`config.mk`:
```
export PLATFORM = sky130hd
export DESIGN_NAME = booth8_controller
export DESIGN_NICKNAME = d
export VERILOG_FILES = /design/src/rtl/booth8_controller.sv
export SDC_FILE = /design/constraint.sdc
export NUM_CORES = 1
export LEC_CHECK = 0
export BUFFER_PORTS_ARGS = -buffer_cell sky130_fd_sc_hd__buf_4
export CORE_ASPECT_RATIO = 1.2
export CORE_UTILIZATION = 45
export CTS_CLUSTER_DIAMETER = 100
export DETAILED_ROUTE_END_ITERATION = 10
export PLACE_DENSITY = 0.67
export SETUP_SLACK_MARGIN = 0.3
export SLEW_MARGIN = 0
export SYNTH_ARGS = -nofsm -noshare
export SYNTH_HDL_FRONTEND = slang
export SYNTH_SLANG_ARGS = --single-unit
```
`constraint.sdc`:
```
create_clock -name clk -period 2 [get_ports clk]
set_input_delay 0.1 -clock clk [delete_from_list [all_inputs] [get_ports clk]]
set_output_delay 0.1 -clock clk [all_outputs]
set_load 0.1 [all_outputs]
```
`src/rtl/booth8_controller.sv`:
```
// Radix-8 Booth sequencer: captures a signed multiplier, runs one precompute
// cycle for 3A, then emits one recoded digit per cycle and a done pulse.
module booth8_controller #(
  parameter int k = 4,
  localparam int N = (k + 2) / 3,
  localparam int IW = $clog2(N) + 1
) (
  input  logic          clk,
  input  logic          rst,
  input  logic          start,
  input  logic [k-1:0]  x,
  output logic          busy,
  output logic          pre_en,
  output logic          acc_clr,
  output logic          acc_en,
  output logic          shift_en,
  output logic [2:0]    digit_mag,
  output logic          digit_neg,
  output logic [IW-1:0] digit_idx,
  output logic          done
);

  localparam int W  = 3 * N + 1;
  localparam int XW = W - 1;

  typedef enum logic [1:0] {IDLE, PRE, SCAN, DONE} state_t;

  // Recode one overlapping group {b3,b2,b1,b0} into {neg, |d|}; zero is never negative.
  function automatic logic [3:0] booth_digit(input logic [3:0] g);
    logic [3:0] r;
    case (g)
      4'b0000: r = 4'b0_000;
      4'b0001: r = 4'b0_001;
      4'b0010: r = 4'b0_001;
      4'b0011: r = 4'b0_010;
      4'b0100: r = 4'b0_010;
      4'b0101: r = 4'b0_011;
      4'b0110: r = 4'b0_011;
      4'b0111: r = 4'b0_100;
      4'b1000: r = 4'b1_100;
      4'b1001: r = 4'b1_011;
      4'b1010: r = 4'b1_011;
      4'b1011: r = 4'b1_010;
      4'b1100: r = 4'b1_010;
      4'b1101: r = 4'b1_001;
      4'b1110: r = 4'b1_001;
      4'b1111: r = 4'b0_000;
      default: r = 4'b0_000;
    endcase
    return r;
  endfunction

  state_t          state_r;
  logic [W-1:0]    xr_r;
  logic [IW-1:0]   cnt_r;
  logic [XW-1:0]   xs_s;
  logic [3:0]      dig_s;

  assign xs_s  = XW'($signed(x));
  assign dig_s = booth_digit(xr_r[3:0]);

  // Sequencer; all outputs are registered. xr shifts down by 3 so group i is always in xr[3:0].
  always_ff @(posedge clk or negedge rst) begin
    if (!rst) begin
      state_r   <= IDLE;
      xr_r      <= '0;
      cnt_r     <= '0;
      busy      <= 1'b0;
      pre_en    <= 1'b0;
      acc_clr   <= 1'b0;
      acc_en    <= 1'b0;
      shift_en  <= 1'b0;
      digit_mag <= 3'd0;
      digit_neg <= 1'b0;
      digit_idx <= '0;
      done      <= 1'b0;
    end else begin
      pre_en    <= 1'b0;
      acc_clr   <= 1'b0;
      acc_en    <= 1'b0;
      shift_en  <= 1'b0;
      digit_mag <= 3'd0;
      digit_neg <= 1'b0;
      digit_idx <= '0;
      done      <= 1'b0;
      case (state_r)
        IDLE: begin
          if (start) begin
            state_r <= PRE;
            xr_r    <= {xs_s, 1'b0};
            cnt_r   <= '0;
            busy    <= 1'b1;
            pre_en  <= 1'b1;
            acc_clr <= 1'b1;
          end else begin
            busy    <= 1'b0;
          end
        end
        PRE, SCAN: begin
          busy <= 1'b1;
          if (cnt_r == IW'(N)) begin
            state_r <= DONE;
            done    <= 1'b1;
          end else begin
            state_r   <= SCAN;
            acc_en    <= 1'b1;
            shift_en  <= 1'b1;
            digit_neg <= dig_s[3];
            digit_mag <= dig_s[2:0];
            digit_idx <= cnt_r;
            cnt_r     <= cnt_r + IW'(1);
            xr_r      <= {{3{xr_r[W-1]}}, xr_r[W-1:3]};
          end
        end
        DONE: begin
          state_r <= IDLE;
          busy    <= 1'b0;
        end
        default: begin
          state_r <= IDLE;
          busy    <= 1'b0;
        end
      endcase
    end
  end

endmodule

```
Yosys cells after proc, flatten, opt, wreduce, memory -nomap -nowiden --
Memory sizes are Yosys's and may differ from the RTL's. Index checks and enable logic that the tools add are counted.
Storage, ports and cells: register bits after elaboration 21, memory bits (read-only) 64, input bits 7, memories kept 1
Memories:
- (name not given) | depth 16, width 4, read ports 1, clocked after Yosys merged registers in 0, wr ports 0, RTL line 31 | case (g)
Operators by class: add/sub/neg operators 1, eq/ne operators 6, mux-type cells 22, bitwise operators 1, reductions and logical operators 5
Operator list (number):
- 7-bit one-hot mux with 2 select lines | 1
- 2-bit two-way mux | 5
- 1-bit two-way mux | 9
- 7-bit two-way mux | 1
- 2-bit equality test (second input constant) | 3
- 3-bit two-way mux | 2
- 6-bit two-way mux | 1
- 2-bit one-hot mux with 3 select lines | 1
- 3-bit AND reduction | 2
- 2-bit != test (second input constant) | 2
- 2-bit one-hot mux with 2 select lines | 1
- 1-bit one-hot mux with 3 select lines | 1
- 2-bit by 1-bit adder with 2-bit output (second input constant) | 1
- 2-bit by 1-bit equality test with 1-bit output (second input constant) | 1
- 2-bit logical NOT | 1
- 2-bit nonzero test | 1
- 2-bit OR reduction | 1
- 1-bit inverter | 1

Logic depth before layout (Yosys ltp) --
Gate-level depths: netlist of run 1.
depth after elaboration 4, depth in mapped cells 6, gate-level depth less buffers 5

Least setup slack after synthesis of run 1 --
OpenSTA, ideal clock, no wires.
kind register -> register, start point reg state_r[0], end point reg xr_r[1], data arrival time 1.510 ns, data required time 1.875 ns, slack 0.365 ns, stages on the path, launching flop included 7, path buffers 1, cell sequence dfrtp_1 > inv_1 > ha_1 > mux2i_1 > or2_0 > buf_2 > mux2_4
Between the ends: word-level cells in the longest chain between the ends 4, elaborated cells on any way between the ends 9, those cells by class 4 x eq/ne; 1 x mux; 4 x reduce/logical
RTL lines:
- start, declared | RTL line 53 | state_t state_r;
- start signal, assigned | RTL line 65 | state_r <= IDLE;
- start signal, assigned | RTL line 89 | state_r <= PRE;
- start signal, assigned | RTL line 102 | state_r <= DONE;
- 2-bit by 1-bit equality test with 1-bit output / 2-bit equality test (equally long branches) | RTL line 86 | case (state_r)
- 2-bit OR reduction | RTL line 86
- 2-bit != test (no source line) / 2-bit nonzero test (equally long branches)
- 3-bit AND reduction (no source line)
- end signal, assigned | RTL line 90 | xr_r <= {xs_s, 1'b0};
- end signal, assigned | RTL line 112 | xr_r <= {{3{xr_r[W-1]}}, xr_r[W-1:3]};
- end, declared | RTL line 54 | logic [W-1:0] xr_r;
Parallel ways exist; a longest one is shown, timed or not. The select of a mux whose other input is x is not followed. A chain may end at the register's enable or synchronous reset.

Worst setup path in the final report of run 1 --
start point reg state_r[0], end point reg xr_r[4]
Same word-level chain as after synthesis.

==> results of run 1 <==
==> cell type report <==
type,count,area (um2)
fillers,188,862
clock buffers,3,22.5
flip-flops and latches,20,500
multi-input cells,56,425
well taps,30,37.5
repair buffers,22,168
inverters,9,33.8
==> worst min path at each step <==
stage | from | endpoint | slack (ns) | cells past startpoint
detailed placement | rst | shift_en$_DFF_PN0_ | -0.006 | 1
floorplan | rst | acc_clr$_DFF_PN0_ | -0.20 | 0
finish | start | busy$_DFF_PN0_ | 0.06 | 2
CTS | start | busy$_DFF_PN0_ | 0.06 | 2
global route | start | busy$_DFF_PN0_ | 0.07 | 2
global placement | rst | digit_idx[0]$_DFF_PN0_ | -0.006 | 1
==> critical path, stage by stage (launching register included) <==
cell	delay [ns]
sky130_fd_sc_hd__dfrtp_1	0.36
sky130_fd_sc_hd__inv_1	0.06
sky130_fd_sc_hd__ha_1	0.34
sky130_fd_sc_hd__and2_4	0.17
sky130_fd_sc_hd__or2_4	0.28
sky130_fd_sc_hd__mux2_4	0.30
==> per-layer routing <==
metal	vias up	wire [um]	track usage, %	part of all wire [%]
met2	15	863	27.9	53
met1	321	680	19.2	42
met5	-	0	0	0
met4	0	40	9.09	2.5
met3	5	45	2.05	2.8
li1	330	-	-	-
==> what timing repair did <==
| action | 4_1_cts | 5_1_grt |
|---|---|---|
| gates resized for setup | 1 | 1 |
| endpoints found under the hold margin | 20 | 0 |
| hold buffers | 1 | 0 |
| setup endpoints to repair | 4 | 4 |
==> stage by stage <==
step                      util [%]  hold WS, ns
after floorplan                  -       -0.196
after global placement        56.2     -0.00587
after detailed placement      56.2     -0.00561
after CTS                     57.8       0.0595
after global routing          57.9       0.0663
final                         57.9       0.0597
==> state kept, by name, summed over array words and instances (netlist names) <==
name and cells:
digit_mag 3, shift_en 1, digit_neg 1, done 1, xr_r 6, cnt_r 2
acc_clr 1, busy 1, state_r 2, digit_idx 2
==> cells in the final DEF (no fill, tap or decap), types with 2 or more instances in the layout <==
cell,count
sky130_fd_sc_hd__a22o_1,3
sky130_fd_sc_hd__dfrtp_1,20
sky130_fd_sc_hd__mux2_2,2
sky130_fd_sc_hd__clkbuf_4,3
sky130_fd_sc_hd__nand2_1,13
sky130_fd_sc_hd__nand2b_1,2
sky130_fd_sc_hd__mux2_4,4
sky130_fd_sc_hd__o21ai_0,7
sky130_fd_sc_hd__ha_1,8
sky130_fd_sc_hd__and2_1,4
sky130_fd_sc_hd__buf_4,21
sky130_fd_sc_hd__nor2b_1,2
sky130_fd_sc_hd__inv_1,9
==> logic make-up (layout without fill, tap and decap cells) <==
logic type	Yosys count	count (layout)
simple gates	26	26
flops	20	20
compound gates	15	15
buf+inv	13	34
fa+ha+maj	8	8
mux	7	7
==> metrics.txt, run 1 <==
# TYPE chip_impl_metric gauge
chip_impl_info{name="outcome",value="finished, final reports clean"} 1
chip_impl_metric{name="cts.path.max_buffers",unit=""} 2
chip_impl_metric{name="vias_per_cell",unit=""} 4.79
chip_impl_info{name="synth_top_family_by_area",value="simple AND/OR/NAND/NOR gates"} 1
chip_impl_metric{name="place_inst",unit=""} 136
chip_impl_metric{name="routed_wirelength",unit="um"} 1630
chip_impl_metric{name="hold_viol",unit=""} 0
chip_impl_metric{name="core_box_area",unit="um2"} 2050
chip_impl_metric{name="dp_hpwl",unit="um"} 1220
chip_impl_metric{name="ys_seq_elements",unit=""} 20
chip_impl_metric{name="timing.final.ws_setup",unit="ns"} 0.372
chip_impl_metric{name="detailedPlace.worstSlack",unit="ns"} 0.290
chip_impl_metric{name="transition_time_at_the_pin_with_the_least_slew_margin",unit="ns"} 0.398
chip_impl_metric{name="final_nets",unit=""} 127
chip_impl_info{name="clockRootBuffer",value="sky130_fd_sc_hd__clkbuf_4"} 1
chip_impl_info{name="unrepaired_setup_endpoints_after_global_routing",value="no"} 1
chip_impl_metric{name="post-route-period-util",unit="%"} 81.4
chip_impl_metric{name="synth_mux_area_share",unit="%"} 9.44
chip_impl_metric{name="clock_skew",unit="ns"} 0.0100
chip_impl_metric{name="syn_nets",unit=""} 104
chip_impl_metric{name="synthAdderAreaFrac",unit="%"} 10.2
chip_impl_info{name="synth_top_area_cell",value="sky130_fd_sc_hd__dfrtp_1"} 1
chip_impl_metric{name="synth-warning-count",unit=""} 0
chip_impl_info{name="crit_path_end_kind",value="flip-flop"} 1
chip_impl_metric{name="grtUsageTotal",unit="%"} 16.2
chip_impl_metric{name="antenna_found_initial",unit=""} 0
chip_impl_metric{name="top_level_ports",unit=""} 19
chip_impl_metric{name="asyncSetResetFlopFracSynth",unit="%"} 100
chip_impl_metric{name="first_iter_violations",unit=""} 8
chip_impl_metric{name="worst-endpoint-required",unit="ns"} 2.19
chip_impl_metric{name="post_synth_instance_area",unit="um2"} 981
chip_impl_metric{name="maximum_clock_rate",unit="MHz"} 614
chip_impl_metric{name="synth-simple-area-share",unit="%"} 13.3
chip_impl_metric{name="total_cts_buffers",unit=""} 3
chip_impl_metric{name="synth_area_in_compound_gates",unit="%"} 10.2
chip_impl_info{name="clock_tree_from_tritoncts",value="built"} 1
chip_impl_metric{name="share_of_synthesized_area_occupied_by_flip_flops_and_latches",unit="%"} 51.0
chip_impl_info{name="synth_top_cells_by_area",value="sky130_fd_sc_hd__dfrtp_1 (51%), sky130_fd_sc_hd__ha_1 (10%), sky130_fd_sc_hd__mux2_4 (6.1%)"} 1
chip_impl_metric{name="synthesized_instance_count",unit=""} 89
chip_impl_metric{name="avgRoutedWirePerCell",unit="um"} 11.6
chip_impl_info{name="ys_dominant_reg_cell",value="sky130_fd_sc_hd__dfrtp_1"} 1
chip_impl_metric{name="num_vias",unit=""} 671
chip_impl_metric{name="iteration_count_of_the_initial_detailed_routing_pass",unit=""} 4
chip_impl_metric{name="syn2layout_area_growth",unit="%"} 21.0
chip_impl_info{name="rr_endpoint",value="xr_r[4]$_DFFE_PN0P_"} 1
chip_impl_metric{name="grt_start_max_net_pins",unit=""} 21
chip_impl_metric{name="ctsHtreeMaxLevel",unit=""} 1
chip_impl_metric{name="portBuffers",unit=""} 18
chip_impl_metric{name="place_area",unit="um2"} 1150
chip_impl_metric{name="max_cap_violations",unit=""} 0
chip_impl_info{name="synth_top_cells_by_count",value="sky130_fd_sc_hd__dfrtp_1 (20), sky130_fd_sc_hd__nand2_1 (13), sky130_fd_sc_hd__inv_1 (9), sky130_fd_sc_hd__ha_1 (8), sky130_fd_sc_hd__o21ai_0 (7)"} 1
chip_impl_metric{name="synth_cell_type_count",unit=""} 25
chip_impl_metric{name="finalSetupTns",unit="ns"} 0
chip_impl_metric{name="drc",unit=""} 0
chip_impl_metric{name="worst_setup_hold_path_clk_slew",unit="ns"} 0.11
chip_impl_metric{name="r2r_slack",unit="ns"} 0.37
chip_impl_metric{name="starting_density_of_the_core",unit="%"} 47.9
chip_impl_metric{name="synth_top_cell_area_share",unit="%"} 51.0
chip_impl_metric{name="timing_max_transition_violations_final",unit=""} 0
chip_impl_info{name="worst_setup_path_start",value="state_r[0]$_DFFE_PN0P_"} 1
chip_impl_metric{name="critical_path_arrival",unit="ns"} 1.82
chip_impl_info{name="setup.worst_path.start_class",value="flip-flop"} 1
chip_impl_metric{name="synth_edf_count",unit=""} 0
chip_impl_metric{name="grt_pass1_vias",unit=""} 651
chip_impl_metric{name="clk-insertion-delay-late",unit="ns"} 0.30
chip_impl_info{name="synthMostInstantiatedCell",value="sky130_fd_sc_hd__dfrtp_1"} 1
chip_impl_metric{name="slew_headroom",unit="%"} 73.4
chip_impl_metric{name="proportion_of_layout_cells_with_a_drive_suffix_above_1",unit="%"} 30.0
chip_impl_metric{name="layout_min_cycle_time",unit="ns"} 1.63
chip_impl_info{name="worst-setup-path-type",value="reg2reg"} 1
chip_impl_metric{name="grt_pass1_wl",unit="um"} 2780
chip_impl_metric{name="final_weighted_congestion_of_routability_driven_global_placement",unit=""} 0.807
chip_impl_info{name="worstSetupEndpoint",value="xr_r[4]$_DFFE_PN0P_"} 1
chip_impl_metric{name="antenna_diode_instance_count",unit=""} 0
chip_impl_metric{name="syn_area_per_cell",unit="um2"} 11.0
chip_impl_metric{name="dieArea",unit="um2"} 2370
chip_impl_metric{name="clock_sink_count",unit=""} 20
chip_impl_metric{name="post_synth_xor_area_fraction",unit="%"} 0
chip_impl_metric{name="chipWidth",unit="um"} 44.6
chip_impl_metric{name="rows",unit=""} 18
chip_impl_info{name="worstReg2RegStart",value="state_r[0]$_DFFE_PN0P_"} 1
chip_impl_metric{name="timing.reg2reg.worst_path_depth",unit=""} 5
chip_impl_metric{name="die_y",unit="um"} 53.1
chip_impl_metric{name="cts_post_setup_buffers_inserted",unit=""} 0
chip_impl_metric{name="overflow",unit=""} 0
chip_impl_info{name="classification_of_the_worst_slack_hold_path",value="in2reg"} 1
chip_impl_metric{name="final_cell_count_no_fill",unit=""} 140
chip_impl_metric{name="final_antenna_net_count",unit=""} 0
chip_impl_metric{name="final_area",unit="um2"} 1190
chip_impl_metric{name="critical_path_peak_fanout",unit=""} 4
chip_impl_metric{name="timing.final.setup_violations",unit=""} 0
Power of run 1 is left out: the tool's default activity adds up to more than one toggle a clock period on the data nets, which glitch-free logic cannot reach.
==> run 2: changes to the inputs <==
- PLACE_DENSITY: 0.67 -> 0.7
- clock period: 2 -> 1.3 ns (I/O delays scaled with it)
==> run 2 against run 1 <==
The flow now finishes with violations (negative setup slack). Global-route usage rose by 0.92 points. Die area unchanged. Utilization is 18 points higher. Setup slack got worse by 0.57 ns. Register-to-register slack got worse by 0.57 ns. Sequential cell count stayed put. First-iteration DRC count up 75%.
==> metrics.txt, run 2 (synthesized netlist as in run 1, its figures left out) <==
# TYPE chip_impl_metric gauge
chip_impl_info{name="outcome",value="finished, violations left"} 1
chip_impl_info{name="violations",value="negative setup slack"} 1
chip_impl_info{name="holdPathEnd",value="acc_clr$_DFF_PN0_"} 1
chip_impl_metric{name="final_antenna_net_count",unit=""} 0
chip_impl_metric{name="drc",unit=""} 0
chip_impl_info{name="worstReg2RegStart",value="state_r[1]$_DFFE_PN0P_"} 1
chip_impl_metric{name="iteration_count_of_the_initial_detailed_routing_pass",unit=""} 4
chip_impl_info{name="rr_endpoint",value="xr_r[3]$_DFFE_PN0P_"} 1
chip_impl_metric{name="maximum_clock_rate",unit="MHz"} 668
chip_impl_metric{name="antenna_diode_instance_count",unit=""} 0
chip_impl_metric{name="rows",unit=""} 18
chip_impl_metric{name="timing_max_transition_violations_final",unit=""} 0
chip_impl_metric{name="transition_time_at_the_pin_with_the_least_slew_margin",unit="ns"} 0.261
chip_impl_info{name="clockRootBuffer",value="sky130_fd_sc_hd__clkbuf_4"} 1
chip_impl_metric{name="critical_path_peak_fanout",unit=""} 4
chip_impl_metric{name="grtUsageTotal",unit="%"} 17.2
chip_impl_metric{name="final_nets",unit=""} 143
chip_impl_metric{name="final_cell_count_no_fill",unit=""} 157
chip_impl_metric{name="max_cap_violations",unit=""} 0
chip_impl_info{name="unrepaired_setup_endpoints_after_global_routing",value="yes"} 1
chip_impl_metric{name="timing.final.ws_setup",unit="ns"} -0.198
chip_impl_metric{name="ctsHtreeMaxLevel",unit=""} 1
chip_impl_metric{name="avgRoutedWirePerCell",unit="um"} 12.5
chip_impl_metric{name="proportion_of_layout_cells_with_a_drive_suffix_above_1",unit="%"} 54.3
chip_impl_metric{name="routed_wirelength",unit="um"} 1960
chip_impl_metric{name="r2r_slack",unit="ns"} -0.20
chip_impl_metric{name="clk-insertion-delay-late",unit="ns"} 0.30
chip_impl_info{name="setup.worst_path.start_class",value="flip-flop"} 1
chip_impl_metric{name="worst_setup_hold_path_clk_slew",unit="ns"} 0.12
chip_impl_info{name="crit_path_end_kind",value="flip-flop"} 1
chip_impl_metric{name="critical_path_arrival",unit="ns"} 1.70
chip_impl_metric{name="cts.path.max_buffers",unit=""} 2
chip_impl_metric{name="chipWidth",unit="um"} 44.6
chip_impl_metric{name="dp_hpwl",unit="um"} 1250
chip_impl_metric{name="grt_start_max_net_pins",unit=""} 21
chip_impl_metric{name="first_iter_violations",unit=""} 14
chip_impl_metric{name="worst-endpoint-required",unit="ns"} 1.50
chip_impl_metric{name="total_cts_buffers",unit=""} 3
chip_impl_metric{name="final_weighted_congestion_of_routability_driven_global_placement",unit=""} 0.762
chip_impl_info{name="gr-max-usage-layer",value="met2"} 1
chip_impl_metric{name="post-route-period-util",unit="%"} 115
chip_impl_metric{name="grt.met1_usage",unit="%"} 19.6
chip_impl_metric{name="layout_min_cycle_time",unit="ns"} 1.50
chip_impl_info{name="holdCritStartpoint",value="start"} 1
chip_impl_metric{name="top_level_ports",unit=""} 19
chip_impl_metric{name="grt_pass1_wl",unit="um"} 2880
chip_impl_info{name="top_register",value="xr_r"} 1
chip_impl_metric{name="dieArea",unit="um2"} 2370
chip_impl_metric{name="syn2layout_area_growth",unit="%"} 57.7
chip_impl_info{name="clock_tree_from_tritoncts",value="built"} 1
chip_impl_metric{name="vias_per_cell",unit=""} 4.80
chip_impl_metric{name="slew_headroom",unit="%"} 82.6
chip_impl_info{name="mostFrequentLayoutCells",value="sky130_fd_sc_hd__buf_4 (19), sky130_fd_sc_hd__dfrtp_1 (18), sky130_fd_sc_hd__buf_6 (13), sky130_fd_sc_hd__nand2_1 (12)"} 1
chip_impl_metric{name="finalSetupTns",unit="ns"} -1.14
chip_impl_info{name="classification_of_the_worst_slack_hold_path",value="in2reg"} 1
chip_impl_metric{name="clock_skew",unit="ns"} 0.0126
chip_impl_metric{name="hold_path_depth",unit=""} 3
chip_impl_metric{name="starting_density_of_the_core",unit="%"} 47.9
chip_impl_metric{name="largest_reg_flops",unit=""} 6
chip_impl_metric{name="overflow",unit=""} 0
chip_impl_metric{name="met2_routing_resource_usage_after_global_routing",unit="%"} 31.1
chip_impl_metric{name="place_area",unit="um2"} 1250
chip_impl_info{name="layout_commonest_cell",value="sky130_fd_sc_hd__buf_4"} 1
chip_impl_metric{name="timing.final.setup_violations",unit=""} 15
chip_impl_metric{name="final_area",unit="um2"} 1550
chip_impl_metric{name="grt_pass1_vias",unit=""} 653
chip_impl_metric{name="portBuffers",unit=""} 18
chip_impl_metric{name="met3_routing_resource_usage_after_global_routing",unit="%"} 3.41
chip_impl_metric{name="place_inst",unit=""} 143
chip_impl_metric{name="timing.reg2reg.worst_path_depth",unit=""} 5
chip_impl_metric{name="die_y",unit="um"} 53.1
chip_impl_info{name="worst-setup-path-type",value="reg2reg"} 1
chip_impl_metric{name="antenna_found_initial",unit=""} 0
chip_impl_metric{name="detailedPlace.worstSlack",unit="ns"} -0.351
chip_impl_metric{name="hold_viol",unit=""} 0
chip_impl_metric{name="core_box_area",unit="um2"} 2050
chip_impl_metric{name="num_vias",unit=""} 754
chip_impl_info{name="biggestRegsByFlops",value="xr_r (6), digit_mag (3)"} 1
chip_impl_metric{name="clock_sink_count",unit=""} 20
run 2: layout make-up:
cell class              instances  area [um2]
repair buffers                 38         399
well taps                      30        37.5
multi-input cells              56         515
inverters                       9        33.8
flip-flops and latches         20         508
clock buffers                   3        22.5
clock inverters                 1        30.0
fillers                       135         503
run 2: worst max-delay path, stage by stage, from the launching register on:
cell,delay [ns]
sky130_fd_sc_hd__dfrtp_1,0.41
sky130_fd_sc_hd__inv_2,0.09
sky130_fd_sc_hd__ha_4,0.22
sky130_fd_sc_hd__and2_4,0.14
sky130_fd_sc_hd__or2_4,0.26
sky130_fd_sc_hd__mux2_4,0.30
run 2: stage by stage:
stage	hold slack [ns]	utilization, %
after CTS	0.00922	71.5
after detailed placement	-0.0401	61.2
after global routing	0.00413	75.5
after floorplan	-0.231	-
final	0.0132	75.5
after global placement	-0.0439	61.2
run 2: what timing repair did:
action	CTS	global route
setup buffers	5	4
endpoints found under the hold margin	20	0
pin swaps	2	5
hold buffers	1	0
cloned	0	0
gates resized for setup	29	15
endpoints found under the setup margin	26	30
run 2: how the worst max path moves through the flow:
stage                     slack [ns]  depth (start not counted)                   to                   start
after floorplan                -0.23                          6  xr_r[1]$_DFFE_PN0P_  state_r[1]$_DFFE_PN0P_
after global placement         -0.30                          5  xr_r[2]$_DFFE_PN0P_  state_r[1]$_DFFE_PN0P_
after detailed placement       -0.35                          5  xr_r[1]$_DFFE_PN0P_  state_r[1]$_DFFE_PN0P_
after CTS                      -0.19                          5  xr_r[3]$_DFFE_PN0P_  state_r[0]$_DFFE_PN0P_
after global routing           -0.25                          5  xr_r[3]$_DFFE_PN0P_  state_r[1]$_DFFE_PN0P_
final                          -0.20                          5  xr_r[3]$_DFFE_PN0P_  state_r[1]$_DFFE_PN0P_
run 2: metal layers:
metal / routed length [um] / share of wire [%]
met1: 829 / 42
met2: 1050 / 54
met3: 64 / 3.3
met4: 15 / 0.77
met5: 0 / 0
Power of run 2 is left out for the same reason.
==> run 3: changes to the inputs <==
- SKIP_LAST_GASP: default -> 1
==> run 3 against run 2 <==
The run ends with design-rule violations, negative setup slack left. Routed wire length increased by 3.3%. Clock-buffer cell count stayed put. Critical endpoint unchanged. Final cell count shrank 0.64%. Cell area barely moved. Sequential share of layout area is essentially flat. Global-route usage increased by 0.57 points. Register-to-register slack is essentially flat. Non-clock buffer count fell by 1. Clock skew shrank 0.011 ns. Utilization up 0.061 points.
==> metrics.txt, run 3 (synthesized netlist as in run 1, its figures left out) <==
# TYPE chip_impl_metric gauge
chip_impl_metric{name="starting_density_of_the_core",unit="%"} 47.9
chip_impl_metric{name="avgRoutedWirePerCell",unit="um"} 13.0
chip_impl_metric{name="slew_headroom",unit="%"} 82.8
chip_impl_metric{name="worst_setup_hold_path_clk_slew",unit="ns"} 0.12
chip_impl_metric{name="max_cap_violations",unit=""} 0
chip_impl_metric{name="grt_pass1_wl",unit="um"} 2990
chip_impl_info{name="worst_setup_path_start",value="state_r[1]$_DFFE_PN0P_"} 1
chip_impl_info{name="crit_path_end_kind",value="flip-flop"} 1
chip_impl_info{name="layout_commonest_cell",value="sky130_fd_sc_hd__dfrtp_1"} 1
chip_impl_metric{name="syn2layout_area_growth",unit="%"} 57.8
chip_impl_metric{name="utilization",unit="%"} 75.5
chip_impl_metric{name="grtUsageTotal",unit="%"} 17.7
chip_impl_metric{name="rows",unit=""} 18
chip_impl_info{name="clock_tree_from_tritoncts",value="built"} 1
chip_impl_metric{name="transition_time_at_the_pin_with_the_least_slew_margin",unit="ns"} 0.258
chip_impl_metric{name="clk-insertion-delay-late",unit="ns"} 0.29
chip_impl_metric{name="fin_hold_ws",unit="ns"} 0.0211
chip_impl_metric{name="chipWidth",unit="um"} 44.6
chip_impl_metric{name="timing.final.ws_setup",unit="ns"} -0.203
chip_impl_info{name="rr_endpoint",value="xr_r[3]$_DFFE_PN0P_"} 1
chip_impl_metric{name="layout_min_cycle_time",unit="ns"} 1.50
chip_impl_metric{name="portBuffers",unit=""} 18
chip_impl_metric{name="timing.final.setup_violations",unit=""} 14
chip_impl_metric{name="clock_sink_count",unit=""} 20
chip_impl_metric{name="r2r_slack",unit="ns"} -0.20
chip_impl_metric{name="overflow",unit=""} 0
chip_impl_info{name="unrepaired_setup_endpoints_after_global_routing",value="yes"} 1
chip_impl_metric{name="dieArea",unit="um2"} 2370
chip_impl_info{name="top_register",value="xr_r"} 1
chip_impl_metric{name="dp_hpwl",unit="um"} 1250
chip_impl_metric{name="num_vias",unit=""} 735
chip_impl_metric{name="first_iter_violations",unit=""} 6
chip_impl_metric{name="largest_stage_delay_on_the_critical_path",unit="ns"} 0.41
chip_impl_metric{name="top_level_ports",unit=""} 19
chip_impl_metric{name="final_antenna_net_count",unit=""} 0
chip_impl_info{name="timing.critical_path.cells",value="inv_2 -> ha_4 -> and2_4 -> or2_4 -> mux2_4"} 1
chip_impl_metric{name="worst-endpoint-required",unit="ns"} 1.49
chip_impl_metric{name="proportion_of_layout_cells_with_a_drive_suffix_above_1",unit="%"} 54.0
chip_impl_info{name="timing.critical_path.slowest_stage_cell",value="sky130_fd_sc_hd__dfrtp_1"} 1
chip_impl_metric{name="total_cts_buffers",unit=""} 3
chip_impl_metric{name="critical_path_arrival",unit="ns"} 1.70
chip_impl_metric{name="routed_wirelength",unit="um"} 2020
chip_impl_info{name="outcome",value="finished, violations left"} 1
chip_impl_info{name="worstSetupEndpoint",value="xr_r[3]$_DFFE_PN0P_"} 1
chip_impl_metric{name="final_weighted_congestion_of_routability_driven_global_placement",unit=""} 0.762
chip_impl_metric{name="timing_max_transition_violations_final",unit=""} 0
chip_impl_metric{name="cp.depth",unit=""} 5
chip_impl_metric{name="post-route-period-util",unit="%"} 116
chip_impl_metric{name="ctsHtreeMaxLevel",unit=""} 1
chip_impl_metric{name="drc",unit=""} 1
chip_impl_info{name="biggestRegsByFlops",value="xr_r (6), digit_mag (3)"} 1
chip_impl_metric{name="grt_pass1_vias",unit=""} 659
chip_impl_info{name="violations",value="design-rule violations, negative setup slack"} 1
chip_impl_metric{name="final_cell_count_no_fill",unit=""} 156
chip_impl_metric{name="grt_start_max_net_pins",unit=""} 21
chip_impl_metric{name="clock_skew",unit="ns"} 0.00149
chip_impl_metric{name="critical_path_peak_fanout",unit=""} 4
chip_impl_metric{name="timing.reg2reg.worst_path_depth",unit=""} 5
chip_impl_info{name="mostFrequentLayoutCells",value="sky130_fd_sc_hd__dfrtp_1 (18), sky130_fd_sc_hd__buf_4 (17), sky130_fd_sc_hd__buf_6 (14), sky130_fd_sc_hd__nand2_1 (12)"} 1
chip_impl_metric{name="die_y",unit="um"} 53.1
chip_impl_info{name="setup.worst_path.start_class",value="flip-flop"} 1
chip_impl_metric{name="final_nets",unit=""} 142
chip_impl_metric{name="place_inst",unit=""} 143
chip_impl_metric{name="antenna_found_initial",unit=""} 0
chip_impl_metric{name="worstPathBufferInverterCount",unit=""} 1
chip_impl_metric{name="vias_per_cell",unit=""} 4.71
chip_impl_info{name="clockRootBuffer",value="sky130_fd_sc_hd__clkbuf_4"} 1
chip_impl_metric{name="antenna_diode_instance_count",unit=""} 0
chip_impl_info{name="crit_family",value="flip-flops"} 1
chip_impl_metric{name="cts.path.max_buffers",unit=""} 2
chip_impl_info{name="worstReg2RegStart",value="state_r[1]$_DFFE_PN0P_"} 1
chip_impl_metric{name="maximum_clock_rate",unit="MHz"} 665
chip_impl_info{name="worst-setup-path-type",value="reg2reg"} 1
chip_impl_metric{name="iteration_count_of_the_initial_detailed_routing_pass",unit=""} 7
chip_impl_metric{name="hold_viol",unit=""} 0
chip_impl_metric{name="core_box_area",unit="um2"} 2050
chip_impl_info{name="classification_of_the_worst_slack_hold_path",value="in2reg"} 1
chip_impl_metric{name="largest_reg_flops",unit=""} 6
## run 3: through the flow
step / area [um2] / worst slack, ns / TNS, ns
finish: 1550 / -0.203 / -1.15
global route: 1550 / -0.250 / -2.05
CTS: 1460 / -0.189 / -0.828
detailed placement: 1250 / -0.351 / -1.49
global placement: 1250 / -0.302 / -1.25
floorplan: 1040 / -0.225 / -0.901
## run 3: per-layer routing
metal | track usage [%] | wire length, um
met1 | 20.5 | 830
met3 | 3.41 | 49
met2 | 32.1 | 1130
met5 | 0 | 0
met4 | 6.06 | 15
## run 3: area by class of cell
cell class / count / area, um2
inverters: 9 / 33.8
flip-flops and latches: 20 / 508
clock buffers: 3 / 22.5
multi-input cells: 56 / 520
fillers: 131 / 502
well taps: 30 / 37.5
clock inverters: 1 / 30.0
repair buffers: 37 / 395
## run 3: tightest hold or removal path: stages
cell	delay [ns]
sky130_fd_sc_hd__buf_4	0.13
sky130_fd_sc_hd__nand2_4	0.06
sky130_fd_sc_hd__inv_2	0.03
## run 3: repair_timing
action	CTS	global route
gates resized for setup	28	18
pin swaps	1	5
hold buffers	1	0
buffers inserted	5	3
hold endpoints to repair	20	0
setup endpoints to repair	26	30
## run 3: how the worst min path moves through the flow
stage,depth (start not counted),end,from,slack [ns]
final,3,acc_clr$_DFF_PN0_,start,0.02
after floorplan,0,busy$_DFF_PN0_,rst,-0.23
after global placement,1,digit_idx[0]$_DFF_PN0_,rst,-0.04
after CTS,3,xr_r[6]$_DFFE_PN0P_,x[3],0.009
after detailed placement,1,digit_idx[0]$_DFF_PN0_,rst,-0.04
after global routing,3,xr_r[6]$_DFFE_PN0P_,x[3],0.004
Power of run 3 is left out for the same reason.
